===== src/rtl/lsd_pkg.sv =====
`default_nettype none
// ============================================================================
//  Module   : lsd_pkg
//  Brief    : Shared opcodes and state encoding for the loop stream buffer.
//  Revision : 1.0 - initial release
// ============================================================================
package lsd_pkg;

   // RV32 major opcodes that the loop detector cares about
   localparam logic [6:0] BTYPE = 7'b1100011;
   localparam logic [6:0] JAL   = 7'b1101111;
   localparam logic [6:0] JALR  = 7'b1100111;

   typedef enum logic [1:0] {
      ST_TRACK     = 2'd0,
      ST_BUFFERING = 2'd1,
      ST_REUSE     = 2'd2,
      ST_EXIT      = 2'd3
   } lsd_state_e;

endpackage
`default_nettype wire


===== src/rtl/loop_body_store.sv =====
`default_nettype none
// ============================================================================
//  Module   : loop_body_store
//  Brief    : DEPTH x ILEN flop array, one synchronous write port and one
//             asynchronous read port. Data is not reset; the owner never
//             reads an entry it has not written.
//  Revision : 1.0 - initial release
// ============================================================================
module loop_body_store #(
   parameter int DEPTH = 16,
   parameter int ILEN  = 32
) (
   input  logic                     clk,
   input  logic                     wr_en_i,
   input  logic [$clog2(DEPTH)-1:0] wr_addr_i,
   input  logic [ILEN-1:0]          wr_data_i,
   input  logic [$clog2(DEPTH)-1:0] rd_addr_i,
   output logic [ILEN-1:0]          rd_data_o
);

   logic [ILEN-1:0] mem_q [DEPTH];

   // Capture one loop-body instruction per write strobe
   always_ff @(posedge clk) begin
      if (wr_en_i) begin
         mem_q[wr_addr_i] <= wr_data_i;
      end
   end

   assign rd_data_o = mem_q[rd_addr_i];

endmodule
`default_nettype wire


===== src/rtl/loop_stream_buffer.sv =====
`default_nettype none
// ============================================================================
//  Module   : loop_stream_buffer
//  Brief    : Watches IF/ID for short backward branches, captures a confirmed
//             loop body and replays it while instruction fetch is blocked.
//             A mispredict during replay yields a one-cycle flush plus a
//             resume PC just past the closing branch.
//  Revision : 1.0 - initial release
// ============================================================================
module loop_stream_buffer
   import lsd_pkg::*;
#(
   parameter int XLEN    = 32,
   parameter int ILEN    = 32,
   parameter int DEPTH   = 16,
   parameter int CONFIRM = 2
) (
   input  logic            clk,
   input  logic            reset,
   input  logic            if_valid,
   input  logic [XLEN-1:0] if_pc,
   input  logic [ILEN-1:0] if_instr,
   input  logic [XLEN-1:0] imm,
   input  logic            mispredict,
   input  logic            out_ready,
   output logic            block_fetch,
   output logic            flush,
   output logic [XLEN-1:0] resume_pc,
   output logic            out_valid,
   output logic [ILEN-1:0] out_instr,
   output logic [XLEN-1:0] out_pc,
   output logic [1:0]      state_o
);

   localparam int WPW = $clog2(DEPTH + 1);
   localparam int RPW = $clog2(DEPTH);
   localparam int HCW = $clog2(CONFIRM + 1);
   // Most negative offset whose loop body still fits in DEPTH entries
   localparam logic [XLEN-1:0] IMM_MIN = XLEN'(-4 * (DEPTH - 1));

   lsd_state_e      state_q;
   logic [HCW-1:0]  hit_cnt_q;
   logic [HCW-1:0]  hit_cnt_d;
   logic [XLEN-1:0] branch_pc_q;
   logic [XLEN-1:0] head_pc_q;
   logic [XLEN-1:0] resume_pc_q;
   logic [WPW-1:0]  wr_ptr_q;
   logic [WPW-1:0]  len_q;
   logic [RPW-1:0]  rd_ptr_q;
   logic [RPW-1:0]  rd_ptr_d;

   logic [6:0]      opcode;
   logic            is_ctl;
   logic            is_cand;
   logic            pc_is_branch;
   logic [XLEN-1:0] buf_exp_pc;
   logic            buf_abort;
   logic            buf_wr;
   logic            rd_last;
   logic [ILEN-1:0] rd_data;

   assign opcode       = if_instr[6:0];
   assign is_ctl       = (opcode == BTYPE) || (opcode == JAL);
   assign pc_is_branch = (if_pc == branch_pc_q);

   // Short, word-aligned, backward branch or jump
   assign is_cand = if_valid && is_ctl && imm[XLEN-1] && (imm[1:0] == 2'b00)
                    && ($signed(imm) >= $signed(IMM_MIN));

   // While buffering, the body must be a straight run from head_pc
   assign buf_exp_pc = head_pc_q + (XLEN'(wr_ptr_q) << 2);
   assign buf_abort  = (if_pc != buf_exp_pc)
                       || (opcode == JALR)
                       || (is_ctl && !pc_is_branch)
                       || (wr_ptr_q == WPW'(DEPTH));
   assign buf_wr     = (state_q == ST_BUFFERING) && if_valid && !buf_abort;

   assign rd_last  = (WPW'(rd_ptr_q) == (len_q - WPW'(1)));
   assign rd_ptr_d = rd_last ? '0 : rd_ptr_q + RPW'(1);

   // Sighting counter: restart on a new branch PC, saturate at CONFIRM
   always_comb begin
      hit_cnt_d = HCW'(1);
      if (pc_is_branch) begin
         hit_cnt_d = (hit_cnt_q == HCW'(CONFIRM)) ? hit_cnt_q : hit_cnt_q + HCW'(1);
      end
   end

   loop_body_store #(
      .DEPTH (DEPTH),
      .ILEN  (ILEN)
   ) u_store (
      .clk       (clk),
      .wr_en_i   (buf_wr),
      .wr_addr_i (wr_ptr_q[RPW-1:0]),
      .wr_data_i (if_instr),
      .rd_addr_i (rd_ptr_q),
      .rd_data_o (rd_data)
   );

   // Track / buffer / replay / exit sequencing with pointers and PC registers
   always_ff @(posedge clk or posedge reset) begin
      if (reset) begin
         state_q     <= ST_TRACK;
         hit_cnt_q   <= '0;
         branch_pc_q <= '0;
         head_pc_q   <= '0;
         resume_pc_q <= '0;
         wr_ptr_q    <= '0;
         len_q       <= '0;
         rd_ptr_q    <= '0;
      end else begin
         case (state_q)
            ST_TRACK: begin
               if (is_cand) begin
                  if (!pc_is_branch) begin
                     branch_pc_q <= if_pc;
                     head_pc_q   <= if_pc + imm;
                  end
                  hit_cnt_q <= hit_cnt_d;
                  if (hit_cnt_d == HCW'(CONFIRM)) begin
                     state_q  <= ST_BUFFERING;
                     wr_ptr_q <= '0;
                  end
               end
            end
            ST_BUFFERING: begin
               if (if_valid) begin
                  if (buf_abort) begin
                     state_q   <= ST_TRACK;
                     hit_cnt_q <= '0;
                  end else if (pc_is_branch) begin
                     len_q    <= wr_ptr_q + WPW'(1);
                     rd_ptr_q <= '0;
                     state_q  <= ST_REUSE;
                  end else begin
                     wr_ptr_q <= wr_ptr_q + WPW'(1);
                  end
               end
            end
            ST_REUSE: begin
               // A mispredict wins over a simultaneous handshake
               if (mispredict) begin
                  state_q     <= ST_EXIT;
                  resume_pc_q <= branch_pc_q + XLEN'(4);
               end else if (out_ready) begin
                  rd_ptr_q <= rd_ptr_d;
               end
            end
            ST_EXIT: begin
               state_q   <= ST_TRACK;
               hit_cnt_q <= '0;
            end
            default: begin
               state_q <= ST_TRACK;
            end
         endcase
      end
   end

   // Outputs decode directly from flops so reset clears them at once
   assign out_valid   = (state_q == ST_REUSE);
   assign block_fetch = (state_q == ST_REUSE) || (state_q == ST_EXIT);
   assign flush       = (state_q == ST_EXIT);
   assign resume_pc   = resume_pc_q;
   assign out_instr   = out_valid ? rd_data : '0;
   assign out_pc      = out_valid ? (head_pc_q + (XLEN'(rd_ptr_q) << 2)) : '0;
   assign state_o     = state_q;

endmodule
`default_nettype wire


===== config.mk =====
export PLATFORM = sky130hd
export DESIGN_NAME = loop_stream_buffer
export DESIGN_NICKNAME = d
export VERILOG_FILES = /design/src/rtl/lsd_pkg.sv /design/src/rtl/loop_body_store.sv /design/src/rtl/loop_stream_buffer.sv
export SDC_FILE = /design/constraint.sdc
export NUM_CORES = 1
export LEC_CHECK = 0
export BUFFER_PORTS_ARGS = -buffer_cell sky130_fd_sc_hd__buf_4
export CAP_MARGIN = 0
export CORE_MARGIN = 2
export CORE_UTILIZATION = 55
export CTS_CLUSTER_SIZE = 16
export DETAILED_ROUTE_END_ITERATION = 8
export HOLD_SLACK_MARGIN = 0.1
export MAX_ROUTING_LAYER = met4
export PLACE_DENSITY = 0.82
export REMOVE_ABC_BUFFERS = 1
export SLEW_MARGIN = 10
export SYNTH_ARGS = -nofsm -noshare
export SYNTH_HDL_FRONTEND = slang
export SYNTH_SLANG_ARGS = --single-unit

===== constraint.sdc =====
create_clock -name clk -period 6.3 [get_ports clk]
set_input_delay 1.26 -clock clk [delete_from_list [all_inputs] [get_ports clk]]
set_output_delay 1.26 -clock clk [all_outputs]
set_load 0.005 [all_outputs]

[Word level (Yosys, flattened, before mapping)]
Memory sizes are Yosys's and may differ from the RTL's.
Cells that the tools add are included.
Storage, ports and cells
  register bits: 114
  bits in latches: 0
  memory bits (writable): 512
  memory bits (read-only): 0
  bits of input ports: 101
  output and inout bits: 101
  memories: 1
Memories
  u_store.mem_q: depth 16, bits a word 32, rd ports 1, clocked after memory_dff 0, wr ports 1, line loop_body_store.sv:21  | logic [ILEN-1:0] mem_q [DEPTH];
Operators by class
  add/sub/neg operators: 8
  multiply operators: 0
  divide/modulo/power cells: 0
  magnitude comparators: 1
  eq/ne operators: 23
  shifts and indexed selects: 0
  muxes and demuxes: 30
  bitwise logic cells: 2
  reduce and logical (&&, ||, !) cells: 26
Operators by type and width (number)
  32-bit two-way mux: 2
  32-bit by 3-bit adder with 32-bit output (second input constant): 1
  32-bit adder: 1
  32-bit by 6-bit adder with 32-bit output: 1
  32-bit by 7-bit adder with 32-bit output: 1
  32-bit == test: 1
  32-bit by 7-bit >= comparator with 1-bit output (second input constant): 1
  32-bit inequality test: 1
  5-bit two-way mux: 5
  4-bit two-way mux: 6
  2-bit two-way mux: 11
  7-bit == test (second input constant): 3
  2-bit inequality test (second input constant): 10
  6-bit AND reduction: 2
  5-bit one-hot mux with 2 select lines: 1
  2-bit == test (second input constant): 4
  2-bit one-hot mux with 4 select lines: 1
  4-bit one-hot mux with 2 select lines: 1
  4-bit AND reduction: 2
  1-bit logical AND: 7
  2-bit one-hot mux with 3 select lines: 1
  5-bit by 1-bit adder with 5-bit output (second input constant): 1
  4-bit by 5-bit == test with 1-bit output: 1
  5-bit == test (second input constant): 1
  15 further kinds: 24

[Logic depth before layout (Yosys ltp)]
  depth in word-level cells: 9
  mapped depth: 12
  gate-level depth less buffers: 12

[Modules after synthesis]
A second synthesis with hierarchy kept.
Second synthesis, totals
  cells, all modules: 1893
  area total of the unflattened synthesis: 28536.1 um^2
Modules (own cells, without submodules)
  loop_body_store: instances 1, cells an instance 806, area each 19194.7 um^2, sequential area each 15374.7 um^2
  loop_stream_buffer: instances 1, cells an instance 1087, area each 9341.5 um^2, sequential area each 2852.7 um^2

[Worst setup path before layout]
No wires, ideal clock.
  path kind: input -> register
  start: in if_pc[14]
  end: mem u_store.mem_q[0][0] (enable)
  setup time: 461 ps
  arrival: 5263 ps
  required time: 5839 ps
  path slack: 576 ps
  cell stages on the path: 8
  path buffers: 0
  path through: xor2_1 -> or4b_1 -> a2111oi_1 -> o32a_2 -> and4_4 -> and4bb_4 -> nand3_1 -> nor3_1
On the way
  cells in the longest elaborated chain, start to end: 9
  elaborated cells between the ends (all ways): 11
RTL lines
  start: declaration: line loop_stream_buffer.sv:21  | input logic [XLEN-1:0] if_pc,
  32-bit == test: line loop_stream_buffer.sv:64  | assign pc_is_branch = (if_pc == branch_pc_q);
  1-bit logical NOT
  1-bit logical AND: line loop_stream_buffer.sv:74  | || (is_ctl && !pc_is_branch)
  1-bit logical OR (*): line loop_stream_buffer.sv:74
  1-bit logical OR (*): line loop_stream_buffer.sv:75  | || (wr_ptr_q == WPW'(DEPTH));
  1-bit logical NOT (*): line loop_stream_buffer.sv:76  | assign buf_wr = (state_q == ST_BUFFERING) && if_valid && !buf_abort;
  1-bit logical AND (*): line loop_stream_buffer.sv:76
  1-bit two-way mux (*): line loop_body_store.sv:25  | if (wr_en_i) begin
  1-bit two-way mux (not written as such) (*): line loop_body_store.sv:26  | mem_q[wr_addr_i] <= wr_data_i;
  end: declaration: line loop_body_store.sv:21
Mark *: on every way between the ends. The rest lies on a longest branch, timed or not.

[Final worst setup path]
  start: reg rd_ptr_q[1]
  end: out out_pc[30]
On the way
  cells in the longest elaborated chain, start to end: 2
RTL lines
  start: declaration: line loop_stream_buffer.sv:49  | logic [RPW-1:0] rd_ptr_q;
  start signal: assignment: line loop_stream_buffer.sv:147  | rd_ptr_q <= rd_ptr_d;
  32-bit by 6-bit adder with 32-bit output: line loop_stream_buffer.sv:167  | assign out_pc = out_valid ? (head_pc_q + (XLEN'(rd_ptr_q) << 2)) : '0;
  32-bit two-way mux: line loop_stream_buffer.sv:167
  end: declaration: line loop_stream_buffer.sv:31  | output logic [XLEN-1:0] out_pc,
Every way passes these cells.

==> results.py <==
metrics = {
    "run_status": {
        "status": "finished, final reports clean",
    },
    "worst_setup_path": {
        "start_kind": "register",
        "crit_path_top_delay_cell": "dfrtp_4",
        "required_ns": 5.04,
        "path_class": "register to output port",
        "cp_common_cell": "a21oi_1",
        "max_stage_delay_ns": 0.83,
        "critPathMaxFanout": 40,
        "critPathTopFamily": "simple AND/OR/NAND/NOR gates",
        "crit_path_cell_trace": "fa_1 -> a21o_1 -> a21oi_1 -> nand3b_1 -> or2_2 -> nor3_1 -> nand2_1 -> or3_1 -> a21oi_1 -> buf_4",
        "crit_path_end_kind": "output port",
        "critPathBufInv": 1,
        "cp.arrival_ns": 3.87,
    },
    "drt": {
        "final_antenna_net_count": 0,
        "drt-vias-per-instance": 6.39,
        "vias": 17500,
        "routed_wl_um": 80200,
        "drt_pass1_iterations": 5,
        "drt_iter0_markers": 1689,
        "drc": 0,
        "wl_per_cell_um": 29.3,
    },
    "die": {
        "io_pins": 202,
        "start_util": 0.556,
        "coreArea_um2": 51200,
        "die_h_um": 231,
        "die_w_um": 231,
        "die_area_um2": 53600,
        "num_rows": 83,
    },
    "sta": {
        "min_period_ns": 5.13,
        "hold_ws_ns": 0.485,
        "fin_crit_sh": 0.814,
        "hold_viol": 0,
        "setup_viol": 0,
        "rsz0062_at_grt": "no",
        "max_slew_margin": 0.174,
        "worst_slack_ns": 1.17,
        "final.setup_skew_ns": 0.0212,
        "worst_pin_slew_ns": 1.24,
        "fmax_mhz": 195,
        "drv_slew": 0,
    },
    "cts": {
        "cts_max_level": 2,
        "cts_root_buffer": "clkbuf_16",
        "cts_tree": "built",
        "clk_pin_slew_worst_paths_ns": 0.06,
        "cts_resized": 0,
        "cts_hold_buf": 0,
        "cts_buffers": 60,
        "clk_latency_ns": 0.64,
        "cts_buffer_depth": 3,
        "cts_sinks": 626,
        "post_cts_buffers": 0,
    },
    "yosys": {
        "avgSynthCellArea_um2": 15.8,
        "yosysWarnings": 0,
        "synth_area_leaders": "edfxtp_1 54%, mux4_2 13%, dfrtp_1 10%",
        "yosysTopAreaCell": "edfxtp_1",
        "syn_area_um2": 28500,
        "syn_inst": 1799,
        "netlist.area_leader.share": 0.540,
        "async_flop_share": 0.182,
        "seq_area_frac_synth": 0.641,
        "synth-edff-count": 512,
        "ys_ff_latch": 626,
        "synth_cell_types": 81,
        "synth-main-ff-cell": "edfxtp_1",
    },
    "pwr": {
        "p_per_area_nw_per_um2": 263,
        "swShare": 0.220,
        "intPower_w": 0.00674,
        "comb_power_share": 0.054,
        "power_frac_clock": 0.428,
        "p_switching_w": 0.00190,
        "seq_power_share": 0.518,
        "power_w": 0.00864,
        "ir_drop_mv": 0.229,
        "leakagePower_nw": 11.7,
    },
    "layout": {
        "multi_input_area_um2": 9880,
        "seq_area_um2": 18200,
        "final_nets": 2147,
        "area_growth_pct": 15.3,
        "layout_commonest_cell": "edfxtp_1",
        "final_cell_mix": "512 x edfxtp_1, 227 x buf_4, 160 x mux4_2",
        "drive_above_1_share": 0.277,
        "fin_cells": 2734,
        "fillers": 3548,
        "finalInstanceArea_um2": 32800,
    },
    "placed_design": {
        "dp.cells": 2613,
        "post-place-ws_ns": 0.853,
        "dpl_cell_area_um2": 30800,
        "globalplace.congestion": 0.984,
        "portBuffers": 201,
        "hpwlAfterDp_um": 51900,
    },
    "global_routing": {
        "grt_usage": 0.311,
        "globalRoute.totalOverflow": 0,
        "antenna_found_initial": 4,
        "grt_pass1_vias": 17700,
        "grt_pass1_wl_um": 117000,
        "grt_max_degree": 118,
    },
    "flow_run": {
        "max_cap_viol_count": 0,
    },
    "min_path": {
        "hold_class": "register to register",
    },
}
## sequential cells by signal (all words and copies together) (netlist names), named ones only
register and cells:
u_store.mem_q 512, hit_cnt_q 2, branch_pc_q 32, wr_ptr_q 5, state_o 1, head_pc_q 32, len_q 5, resume_pc 32
rd_ptr_q 4
## stage by stage
step	setup TNS [ns]	utilization
after detailed placement	0	0.601
after floorplan	-90.91	-
after global placement	0	0.601
after CTS	0	0.641
after global routing	0	0.641
final	0	0.641
## worst paths after layout
path | startpoint | end | slack, ns | depth (start not counted)
worst max-delay path | rd_ptr_q[1]$_DFFE_PP0P_ | out_pc[30] | 1.17 | 10
worst min-delay path | resume_pc[21]$_DFFE_PP0P_ | resume_pc[21]$_DFFE_PP0P_ | 0.49 | 2
worst max register to register | wr_ptr_q[3]$_DFFE_PP0P_ | u_store.mem_q[12][6]$_DFFE_PP_ | 1.34 | 10
worst min register to register | resume_pc[21]$_DFFE_PP0P_ | resume_pc[21]$_DFFE_PP0P_ | 0.49 | 2
max in group asynchronous | reset | rd_ptr_q[0]$_DFFE_PP0P_ | 4.66 | 3
min in group asynchronous | reset | resume_pc[9]$_DFFE_PP0P_ | 0.65 | 2
## worst reg2reg max path, delay by kind of cell (launching register included)
kind / cells / cell delay (ns)
AOI/OAI and AO/OA: 3 / 0.92
DFF: 1 / 0.61
and+or+nand+nor: 6 / 2.53
adders and majority gates: 1 / 0.50
## cells by family (layout without fill, tap and decap cells)
family	after synthesis	after routing	share of synthesized area
other	0	7	0
AND/OR/NAND/NOR	418	418	0.0773
AO/OA/AOI/OAI	216	216	0.0474
multiplexers	206	206	0.145
flip-flops	626	626	0.641
adder cells (fa/ha/maj)	51	51	0.0232
XOR/XNOR	162	162	0.0499
buffers and inverters	120	368	0.0165
## power groups by stage
stage / Combinational [W] / Sequential (W) / Clock, W
final: 0.000462 / 0.00448 / 0.00370
after global routing: 0.000497 / 0.00448 / 0.00388
after global placement: 0.000445 / 0.00457 / 0
after floorplan: 0.000244 / 0.00458 / 0
after detailed placement: 0.000454 / 0.00457 / 0
after CTS: 0.000458 / 0.00448 / 0.00375
## layer usage
layer,GRT usage,part of all wire
met4,0.121,0.042
met5,-,0
met1,0.391,0.37
met3,0.0594,0.086
met2,0.502,0.50
## synthesized netlist by cell type (4+ instances only)
cell type,number
a211oi_1,6
a21o_1,32
a21oi_1,47
a31oi_1,6
and2_1,41
and3_1,8
and4_1,4
buf_1,20
buf_2,8
clkbuf_1,63
dfrtp_1,114
edfxtp_1,512
ha_1,48
inv_1,26
mux2_2,37
mux2_4,4
mux2i_1,5
mux4_2,160
nand2_1,105
nand2b_1,10
nand3_1,29
nand4_1,36
nand4b_1,6
nor2_1,81
nor2b_1,6
nor3_1,32
nor4_1,22
o211ai_1,5
o21a_1,4
o21ai_0,78
o21bai_1,4
or3_1,10
xnor2_1,79
xor2_1,83
## final cells by class
class / count / share of cell area
Inverter: 26 / 0.00305
Clock inverter: 39 / 0.0135
Multi-Input combinational cell: 1053 / 0.301
Antenna cell: 7 / 0.000534
Sequential cell: 626 / 0.556
Clock buffer: 75 / 0.0478
Tap cell: 680 / 0.0259
Timing Repair Buffer: 228 / 0.0525
(Power assumes the default switching activity.)
